$ cat config.mk
export PLATFORM = sky130hd
export DESIGN_NAME = fetch_queue
export DESIGN_NICKNAME = d
export VERILOG_FILES = /design/src/rtl/fetch_queue.sv
export SDC_FILE = /design/constraint.sdc
export NUM_CORES = 1
export LEC_CHECK = 0
export ABC_AREA = 0
export BUFFER_PORTS_ARGS = -buffer_cell sky130_fd_sc_hd__buf_4
export CELL_PAD_IN_SITES_DETAIL_PLACEMENT = 0
export CELL_PAD_IN_SITES_GLOBAL_PLACEMENT = 1
export CORE_MARGIN = 1.5
export CORE_UTILIZATION = 41
export DETAILED_ROUTE_END_ITERATION = 6
export PLACE_DENSITY_LB_ADDON = 0.1
export SLEW_MARGIN = 5
export SYNTH_ARGS = -nofsm -noshare
export SYNTH_HDL_FRONTEND = slang
export SYNTH_SLANG_ARGS = --single-unit
$ cat constraint.sdc
create_clock -name clk -period 3.8 [get_ports clk]
set_clock_uncertainty 0.05 [all_clocks]
set_input_delay 0.19 -clock clk [delete_from_list [all_inputs] [get_ports clk]]
set_output_delay 0.19 -clock clk [all_outputs]
set_load 0.1 [all_outputs]
$ cat src/rtl/fetch_queue.sv
// fetch_queue: instruction fetch buffer between the PC register and decode.
// Issues one instruction-memory read per accepted PC, tracks the single
// outstanding read, and queues returned {instruction, PC} pairs in a
// DEPTH-entry circular buffer that decode drains from the head.
//
// Ports:
//   clk          single clock, rising-edge state updates
//   rst          asynchronous active-low reset
//   pc           fetch address from the PC register
//   pc_valid     pc holds a fetch request
//   pc_ready     request accepted this cycle (PC register advances on it)
//   flush        branch taken: drop every queued and in-flight fetch
//   mem_en       instruction memory read strobe
//   mem_addr     instruction memory read address (equals pc)
//   mem_rdata    read data, returned one cycle after mem_en
//   instr_valid  queue head holds an instruction
//   instr_ready  decode consumes the head this cycle
//   instr        head instruction word
//   instr_pc     PC of the head instruction
//   count        number of queued entries
module fetch_queue #(
  parameter int WIDTH = 32,
  parameter int DEPTH = 2
) (
  input  logic                         clk,
  input  logic                         rst,
  input  logic [WIDTH-1:0]             pc,
  input  logic                         pc_valid,
  output logic                         pc_ready,
  input  logic                         flush,
  output logic                         mem_en,
  output logic [WIDTH-1:0]             mem_addr,
  input  logic [31:0]                  mem_rdata,
  output logic                         instr_valid,
  input  logic                         instr_ready,
  output logic [31:0]                  instr,
  output logic [WIDTH-1:0]             instr_pc,
  output logic [$clog2(DEPTH+1)-1:0]   count
);

  localparam int CW = $clog2(DEPTH + 1);
  localparam int PW = $clog2(DEPTH);
  localparam logic [CW-1:0] LP_DEPTH  = CW'(DEPTH);
  localparam logic [CW:0]   LP_DEPTH1 = (CW+1)'(DEPTH);

  logic [CW-1:0]    r_count;
  logic [PW-1:0]    r_head;
  logic [PW-1:0]    r_tail;
  logic             r_inflight;
  logic [WIDTH-1:0] r_inflight_pc;
  logic [31:0]      r_instr_mem [DEPTH];
  logic [WIDTH-1:0] r_pc_mem    [DEPTH];
  logic [31:0]      r_last_instr;
  logic [WIDTH-1:0] r_last_pc;

  logic             w_pop;
  logic             w_push;
  logic [CW:0]      w_occ;

  // Occupancy seen by a new request: queued entries plus the read still in
  // flight, minus the entry leaving this cycle. count is never zero when
  // pop is high, so this cannot wrap.
  assign w_occ  = (CW+1)'(r_count) + (CW+1)'(r_inflight) - (CW+1)'(w_pop);

  assign instr_valid = rst && (r_count != '0) && !flush;
  assign w_pop       = instr_valid && instr_ready;
  assign w_push      = r_inflight && !flush;

  // rst gates the request path so no read is strobed while in reset.
  assign pc_ready = rst && !flush && (w_occ < LP_DEPTH1);
  assign mem_en   = pc_valid && pc_ready;
  assign mem_addr = pc;
  assign count    = r_count;

  // When empty, the outputs hold the entry most recently consumed.
  assign instr    = (r_count != '0) ? r_instr_mem[r_head] : r_last_instr;
  assign instr_pc = (r_count != '0) ? r_pc_mem[r_head]    : r_last_pc;

  // Control state: occupancy, pointers and the outstanding-read tracker.
  always_ff @(posedge clk or negedge rst) begin
    if (!rst) begin
      r_count       <= '0;
      r_head        <= '0;
      r_tail        <= '0;
      r_inflight    <= 1'b0;
      r_inflight_pc <= '0;
      r_last_instr  <= '0;
      r_last_pc     <= '0;
    end else if (flush) begin
      // A read returning now is dropped because push is masked; one returning
      // next cycle is dropped because the in-flight flag is cleared here.
      r_count    <= '0;
      r_head     <= '0;
      r_tail     <= '0;
      r_inflight <= 1'b0;
    end else begin
      r_inflight <= mem_en;
      if (mem_en) r_inflight_pc <= pc;
      if (w_push) r_tail <= r_tail + PW'(1);
      if (w_pop) begin
        r_head       <= r_head + PW'(1);
        r_last_instr <= r_instr_mem[r_head];
        r_last_pc    <= r_pc_mem[r_head];
      end
      case ({w_push, w_pop})
        2'b10:   r_count <= r_count + CW'(1);
        2'b01:   r_count <= r_count - CW'(1);
        default: r_count <= r_count;
      endcase
    end
  end

  // Queue storage: only slots between head and tail are ever read.
  always_ff @(posedge clk) begin
    if (w_push) begin
      r_instr_mem[r_tail] <= mem_rdata;
      r_pc_mem[r_tail]    <= r_inflight_pc;
    end
  end

  // pc_ready reserves a slot for every issued read, so a push can never
  // land on a full queue.
  always @(posedge clk) begin
    if (rst && w_push) assert (r_count < LP_DEPTH);
  end

endmodule
==> reports/summary.txt, run 1 <==
Post-Route WL: 21400 um
final instance count without filler cells: 1229
critical path arrival: 3.21 ns
WP data required: 3.56 ns
fmax: 290 MHz
gp weighted congestion: 0.717
hold slack: 0.169 ns
# Max-Cap Violations: 0
CTS tree: built
post-synth cell types: 32
H-Tree Depth: 1
Worst R2R Path Depth: 7
GRT Total Usage: 17.3%
Iteration-0 DRC Markers: 357
R2R Path End: r_inflight_pc[9]
die width: 157 um
Layout Utilization: 53.4%
post-CTS setup buffers: 0
dpl hpwl: 12500 um
vias in the first global route: 6302
Setup crit end kind: primary output
root buffer cell: clkbuf_16
worst slack at placement: 0.682 ns
Period Utilization, post-route: 90.9%
IR Drop Worst-Case VDD: 0.458 mV
post-route setup TNS: 0 ns
dpl cells: 1113
DP Area: 10900 um^2
power density cells: 693 nW/um^2
I/O Buffers: 169
crit path launch type: register
# fillers: 1948
crit path from: count[1]
total grt overflow: 0
cell area after layout: 12500 um^2
layout cell share with drive strength beyond 1: 29.0%
register area share after synthesis: 65.9%
Post-Syn Nets: 778
R2R setup slack: 0.95 ns
core box area: 23300 um^2
Syn Area/Cell: 13.7 um^2
Slew headroom: 36.2%
# IOs: 170
FF-to-FF Start: count[0]
largest net degree at the start of global routing: 105
Tot Pwr: 8.64 mW
Slew @ Worst Pin: 0.957 ns
# DRC: 0
Final ANT Viol Nets: 0
antenna violations before repair: 1
Nets: 959
first-pass GRT wire length: 33100 um
CTS Sinks: 229
cell row count: 56
Tmin final: 3.45 ns
Syn Inst Count: 708
flop and latch count out of synthesis: 229
initial core utilization: 41.5%
final-report max-slew violation count: 0
most common cell after layout, fill and taps aside: buf_4
Worst Slack Setup Final: 0.346 ns
clock latency on the worst-skew pair: 0.52 ns
most frequent cells in the layout: 182 x buf_4, 128 x a31oi_1, 128 x edfxtp_1
CTS max path bufs: 3
Cell Chain, Critical Path: or2_4 -> buf_4 -> buf_6 -> nor2_1 -> a21oi_1 -> buf_4
Clock Pin Slew Worst Setup and Hold Paths: 0.06 ns
DRT Pass-1 Iters: 4
slowest CP cell: buf_4
crit path capture: instr[14]
Chip Height: 157 um
Crit path top cell by count: buf_4
total CTS buffers: 26
final hold vios: 0
Die ar.: 24500 um^2
post-DR vias/cell: 5.14
CP Max Fanout: 104
status: finished, final reports clean
Static Leakage: 4.86 nW
# setup viols final: 0
via count: 6320
class of the worst hold path: in2async
yosys warns: 0
RSZ-0062 raised after global routing: no
kind of critical path: reg2out
DR WL/cell: 17.4 um
max incr delay on CP: 0.64 ns
Cell Area, Synth: 9670 um^2
Layout area overhead: 28.9%
flip-flops by register name, summed over array words and instances (netlist names):
signal         flops
r_instr_mem       64
r_tail             1
r_inflight         1
r_last_instr      32
r_last_pc         32
count              2
r_head             1
r_inflight_pc     32
r_pc_mem          64
how the worst min path moves through the flow:
stage                          end  startpoint  cells past startpoint
after global placement    count[0]         rst                      1
after detailed placement  count[0]         rst                      1
after global routing      count[0]         rst                      2
final                     count[0]         rst                      2
after CTS                 count[0]         rst                      2
after floorplan           count[0]         rst                      0
cell families after synthesis:
| kind of cell | share of synthesized area [%] |
|---|---|
| flip-flops | 65.9 |
| AO/OA/AOI/OAI | 11.8 |
| buffers and inverters | 6.36 |
| multiplexers | 11.7 |
| AND/OR/NAND/NOR | 3.84 |
| XOR/XNOR | 0.272 |
| adder cells (fa/ha/maj) | 0.207 |
worst max-delay path, delay by kind of cell, from the launching register on:
family | cells | cell delay, ns
flops | 1 | 0.47
compound gates | 1 | 0.23
buf+inv | 3 | 1.61
simple gates | 2 | 0.24
where the power goes:
group / switching, mW / internal (mW)
Combinational: 2.14 / 0.695
Clock: 0.964 / 1.70
Sequential: 0.185 / 2.96
repair_timing:
item                                    in CTS  in global routing
hold endpoints to repair                   129                  0
endpoints found under the setup margin       0                 34
hold buffers                                67                  0
resized for setup                            0                  1
area by class of cell:
| cell class | instances | area, um^2 | share of cell area (%) |
|---|---|---|---|
| sequential | 229 | 6370 | 51.1 |
| multi-input combinational | 381 | 2710 | 21.7 |
| timing repair buffer | 250 | 2050 | 16.4 |
| clock buffer | 35 | 736 | 5.90 |
| tap | 319 | 399 | 3.20 |
| clock inverter | 13 | 194 | 1.56 |
| inverter | 1 | 3.75 | 0.0301 |
| antenna | 1 | 2.50 | 0.0201 |
Yosys cell counts:
| library cell | number | area share (%) |
|---|---|---|
| a31oi_1 | 128 | 8.3 |
| edfxtp_1 | 128 | 40 |
| dfrtp_1 | 101 | 26 |
| a21oi_1 | 66 | 3.4 |
| mux2i_1 | 66 | 6.8 |
| nor2_1 | 66 | 2.6 |
| buf_4 | 34 | 2.6 |
| clkbuf_1 | 31 | 1.2 |
| mux2_4 | 29 | 4.5 |
| buf_2 | 15 | 0.78 |
| buf_1 | 7 | 0.27 |
| buf_6 | 7 | 0.81 |
| buf_12 | 3 | 0.62 |
| mux2_2 | 3 | 0.35 |
| nand2_1 | 3 | 0.12 |
| xnor2_1 | 3 | 0.27 |
| and3_1 | 2 | 0.13 |
| and4_1 | 2 | 0.18 |
| and2_4 | 1 | 0.091 |
| and4_4 | 1 | 0.12 |
| and4b_1 | 1 | 0.10 |
| fa_1 | 1 | 0.21 |
| inv_1 | 1 | 0.039 |
| nand2b_1 | 1 | 0.065 |
| nand3_1 | 1 | 0.052 |
| nand3b_1 | 1 | 0.078 |
| nor2b_2 | 1 | 0.091 |
| nor3_1 | 1 | 0.052 |
| nor3b_1 | 1 | 0.078 |
| o311ai_0 | 1 | 0.091 |
| or2_1 | 1 | 0.065 |
| or2_2 | 1 | 0.065 |
per-layer routing:
layer  global-route usage (%)  wire length, um  share of wire (%)
met4                     5.17              388                1.8
met1                     23.3             9700                 45
met2                     28.9            10200                 48
met3                     2.66             1040                4.9
met5                        0                0                  0
Power figures use the tool's default switching activity.
==> run 2, diff against run 1 <==
==> constraint.sdc (replaced) <==
create_clock -name clk -period 3.8 [get_ports clk]
set_clock_uncertainty 0.05 [all_clocks]
set_input_delay 0.76 -clock clk [delete_from_list [all_inputs] [get_ports clk]]
set_output_delay 0.76 -clock clk [all_outputs]
set_load 0.1 [all_outputs]
==> reports/summary.txt, run 2 (synthesis gave the netlist of run 1 again) <==
Chip Height: 157 um
# DRC: 0
Final ANT Viol Nets: 0
status: finished, final reports clean
fmax: 291 MHz
root buffer cell: clkbuf_16
total CTS buffers: 26
worst slack at placement: 0.439 ns
via count: 6083
antenna violations before repair: 0
layout cell share with drive strength beyond 1: 37.9%
final-report max-slew violation count: 0
Iteration-0 DRC Markers: 312
CP Max Fanout: 7
cell row count: 56
hold_buf cts: 0
Clock Pin Slew Worst Setup and Hold Paths: 0.06 ns
initial core utilization: 41.5%
P_int: 5.25 mW
Tmin final: 3.44 ns
post-route setup TNS: 0 ns
biggest regs: r_instr_mem x64, r_pc_mem x64
die width: 157 um
class of the worst hold path: in2async
first-pass GRT wire length: 32400 um
most frequent cells in the layout: 178 x buf_4, 128 x a31oi_1, 128 x edfxtp_1
Combinational Power Share: 33.5%
CTS Sinks: 229
Slew @ Worst Pin: 0.992 ns
dpl cells: 1111
DR WL/cell: 18.0 um
clock power share: 29.8%
kind of critical path: reg2out
post-CTS sizing: 0
GRT Total Usage: 17.0%
gp weighted congestion: 0.697
# setup viols final: 0
final hold vios: 0
NetSw: 3.28 mW
Die ar.: 24500 um^2
total grt overflow: 0
Reg power frac: 36.7%
RSZ-0062 raised after global routing: no
most common cell after layout, fill and taps aside: buf_4
FF-to-FF Start: count[1]
# IOs: 170
largest net degree at the start of global routing: 196
Slew headroom: 33.9%
Worst Slack Setup Final: 0.358 ns
Switching Fraction: 38.5%
power density cells: 711 nW/um^2
Nets: 890
# fillers: 2008
Layout area overhead: 24.0%
CTS max path bufs: 3
Layout Utilization: 51.4%
Post-Route WL: 20900 um
critical path arrival: 2.63 ns
# Max-Cap Violations: 0
IR Drop Worst-Case VDD: 0.416 mV
DRT Pass-1 Iters: 5
clock latency on the worst-skew pair: 0.51 ns
final instance count without filler cells: 1159
I/O Buffers: 169
vias in the first global route: 5990
Ant. Diodes: 0
crit path launch type: register
WP data required: 2.99 ns
post-CTS setup buffers: 0
CTS tree: built
post-DR vias/cell: 5.25
Period Utilization, post-route: 90.6%
core box area: 23300 um^2
H-Tree Depth: 1
Setup crit end kind: primary output
Static Leakage: 4.55 nW
crit path from: count[1]
dpl hpwl: 12300 um
[run 2: changes by cell type in the layout (fill, tap and decap cells not counted), moves of 2 or more]
| cell | change |
|---|---|
| buf_4 | -4 |
| dlygate4sd3_1 | -67 |
| clkinv_1 | +4 |
| a21oi_1 | -60 |
| clkinv_2 | -2 |
| a21oi_2 | +60 |
| buf_12 | +3 |
[run 2: final timing paths]
path                                endpoint  slack [ns]  depth (start not counted)
setup / recovery                      mem_en        0.36                          6
setup reg to reg            r_inflight_pc[1]        0.88                          7
hold / removal                      count[1]        0.31                          2
hold reg to reg               r_pc_mem[0][1]        0.42                          0
min in group clk           r_instr_mem[0][1]        0.38                          1
max in group asynchronous             r_head        1.99                          3
[run 2: routing by layer]
layer  vias up  wire [um]  share of wire [%]  track usage [%]
li1       2862          -                  -                -
met4         0        286                1.4             3.95
met1      3015       8940                 43             22.1
met3        28       1160                5.5             3.24
met5         -          0                  0                0
met2       178      10500                 50             29.4
[run 2: stage by stage]
stage	power [mW]	cell area (um^2)	hold WS (ns)
floorplan	5.47	9900	0.388
global placement	6.01	11100	0.400
detailed placement	6.05	11100	0.409
CTS	8.61	12000	0.323
global route	8.87	12000	0.344
finish	8.53	12000	0.308
[run 2: final cells by class]
class | count | area (um^2) | area share, %
flip-flops and latches | 229 | 6370 | 53.2
multi-input cells | 381 | 2930 | 24.5
repair buffers | 181 | 1400 | 11.6
clock buffers | 35 | 726 | 6.05
well taps | 319 | 399 | 3.33
clock inverters | 13 | 158 | 1.31
inverters | 1 | 3.75 | 0.0313
[run 2: power by group through the flow]
stage / Sequential, mW / Combinational, mW / Clock (mW)
floorplan: 3.13 / 2.35 / 0
global placement: 3.16 / 2.85 / 0
detailed placement: 3.18 / 2.88 / 0
CTS: 3.13 / 2.88 / 2.60
global route: 3.17 / 2.99 / 2.71
finish: 3.13 / 2.86 / 2.54
[run 2: critical path, stage by stage (launching register included)]
cell	delay, ns
dfrtp_1	0.47
or2_4	0.28
nor3b_1	0.16
fa_1	0.41
xnor2_1	0.21
and4_4	0.28
buf_4	0.30
==> run 3, diff against run 2 <==
CAP_MARGIN = 15   (was unset)
GPL_TIMING_DRIVEN = 0   (was unset)
==> reports/summary.txt, run 3 (synthesis gave the netlist of run 1 again) <==
Reg power frac: 36.7%
GRT Total Usage: 18.3%
CP Max Fanout: 25
most frequent cells in the layout: 200 x buf_4, 128 x a31oi_1, 128 x edfxtp_1
dpl hpwl: 15700 um
Slew @ Worst Pin: 0.748 ns
max incr delay on CP: 0.45 ns
Static Leakage: 4.85 nW
Nets: 976
initial core utilization: 41.5%
hold_buf cts: 0
Die ar.: 24500 um^2
Ant. Diodes: 0
Period Utilization, post-route: 97.1%
# IOs: 170
worst slack at placement: -0.327 ns
critical path arrival: 2.88 ns
first-pass GRT wire length: 34800 um
Crit path top cell by count: buf_12
Layout Utilization: 53.8%
hold slack: 0.0486 ns
crit path launch type: register
fmax: 271 MHz
CTS tree: built
antenna violations before repair: 0
Combinational Power Share: 34.4%
post-DR vias/cell: 5.17
Post-Route WL: 22300 um
total grt overflow: 0
WP data required: 2.99 ns
most common cell after layout, fill and taps aside: buf_4
class of the worst hold path: in2async
H-Tree Depth: 1
Tmin final: 3.69 ns
Iteration-0 DRC Markers: 367
post-route setup TNS: 0 ns
kind of critical path: reg2out
I/O Buffers: 168
RSZ-0062 raised after global routing: no
buffers and inverters on the worst path: 4
Clock Pin Slew Worst Setup and Hold Paths: 0.06 ns
Final ANT Viol Nets: 0
P_int: 5.20 mW
Worst Slack Setup Final: 0.112 ns
final-report max-slew violation count: 0
NetSw: 3.33 mW
final instance count without filler cells: 1243
Slew headroom: 50.2%
clock latency on the worst-skew pair: 0.51 ns
Tot Pwr: 8.53 mW
die width: 157 um
final hold vios: 0
cell area after layout: 12600 um^2
total CTS buffers: 25
Setup crit end kind: primary output
via count: 6427
# setup viols final: 0
Chip Height: 157 um
CTS max path bufs: 3
layout cell share with drive strength beyond 1: 40.3%
power density cells: 679 nW/um^2
Layout area overhead: 29.8%
root buffer cell: clkbuf_16
largest net degree at the start of global routing: 63
status: finished, final reports clean
DRT Pass-1 Iters: 5
IR Drop Worst-Case VDD: 0.404 mV
biggest regs: r_instr_mem x64, r_pc_mem x64
CP delay by family, top: simple AND/OR/NAND/NOR gates
CTS Sinks: 229
# Max-Cap Violations: 0
core box area: 23300 um^2
# DRC: 0
vias in the first global route: 6615
clock power share: 28.9%
cell row count: 56
dpl cells: 1199
Switching Fraction: 39.0%
Cell Chain, Critical Path: or2_1 -> buf_6 -> nor3b_1 -> fa_2 -> xnor2_2 -> and4_4 -> buf_8 -> buf_12 -> buf_12
DR WL/cell: 17.9 um
slowest CP cell: dfrtp_2
DP Area: 11700 um^2
gp weighted congestion: 0.715
## run 3: cell types whose count changed in the layout (fill, tap and decap cells not counted), moves of 2 or more
cell,change
buf_6,+8
clkinvlp_4,+2
buf_2,+12
clkbuf_16,-2
clkinv_1,-3
buf_4,+22
dfrtp_2,+2
buf_12,+4
clkbuf_1,+28
buf_16,+2
buf_1,+7
## run 3: per-layer routing
layer	GRT usage, %	up-vias	share of wire [%]
met5	0	-	0
met4	4.35	0	1.6
met3	3.05	31	5.3
met2	31.6	178	50
met1	24.1	3183	43
li1	-	3035	-
## run 3: power by group through the flow
stage | clock network, mW | registers [mW] | logic [mW]
6_report | 2.47 | 3.13 | 2.93
2_1_floorplan | 0 | 3.13 | 2.35
3_5_place_dp | 0 | 3.18 | 2.94
4_1_cts | 2.53 | 3.13 | 2.95
3_3_place_gp | 0 | 3.16 | 2.91
5_1_grt | 2.62 | 3.17 | 3.06
## run 3: area by class of cell
| type | count | area, um^2 |
|---|---|---|
| buffer | 95 | 617 |
| clock buffer | 31 | 668 |
| clock inverter | 14 | 175 |
| fill | 1988 | 10800 |
| inverter | 1 | 3.75 |
| multi-input combinational | 381 | 2940 |
| sequential | 229 | 6370 |
| tap | 319 | 399 |
| timing repair buffer | 173 | 1390 |
## run 3: path summary, 6_finish.rpt
kind,start,endpoint,slack [ns],cells past startpoint
hold reg to reg,r_inflight_pc[31],r_pc_mem[1][31],0.41,0
hold / removal,rst,r_last_pc[0],0.05,1
setup reg to reg,count[0],r_inflight_pc[7],1.12,9
setup / recovery,count[0],mem_en,0.11,9
min in group clk,mem_rdata[7],r_instr_mem[1][7],0.38,1
max in group asynchronous,rst,r_inflight_pc[22],3.05,2
## run 3: timing repair
action / CTS / global route
endpoints found under the hold margin: 0 / 0
setup endpoints to repair: 2 / 1
pin swaps: 0 / 0
gates resized for setup: 12 / 5
setup buffers: 1 / 0
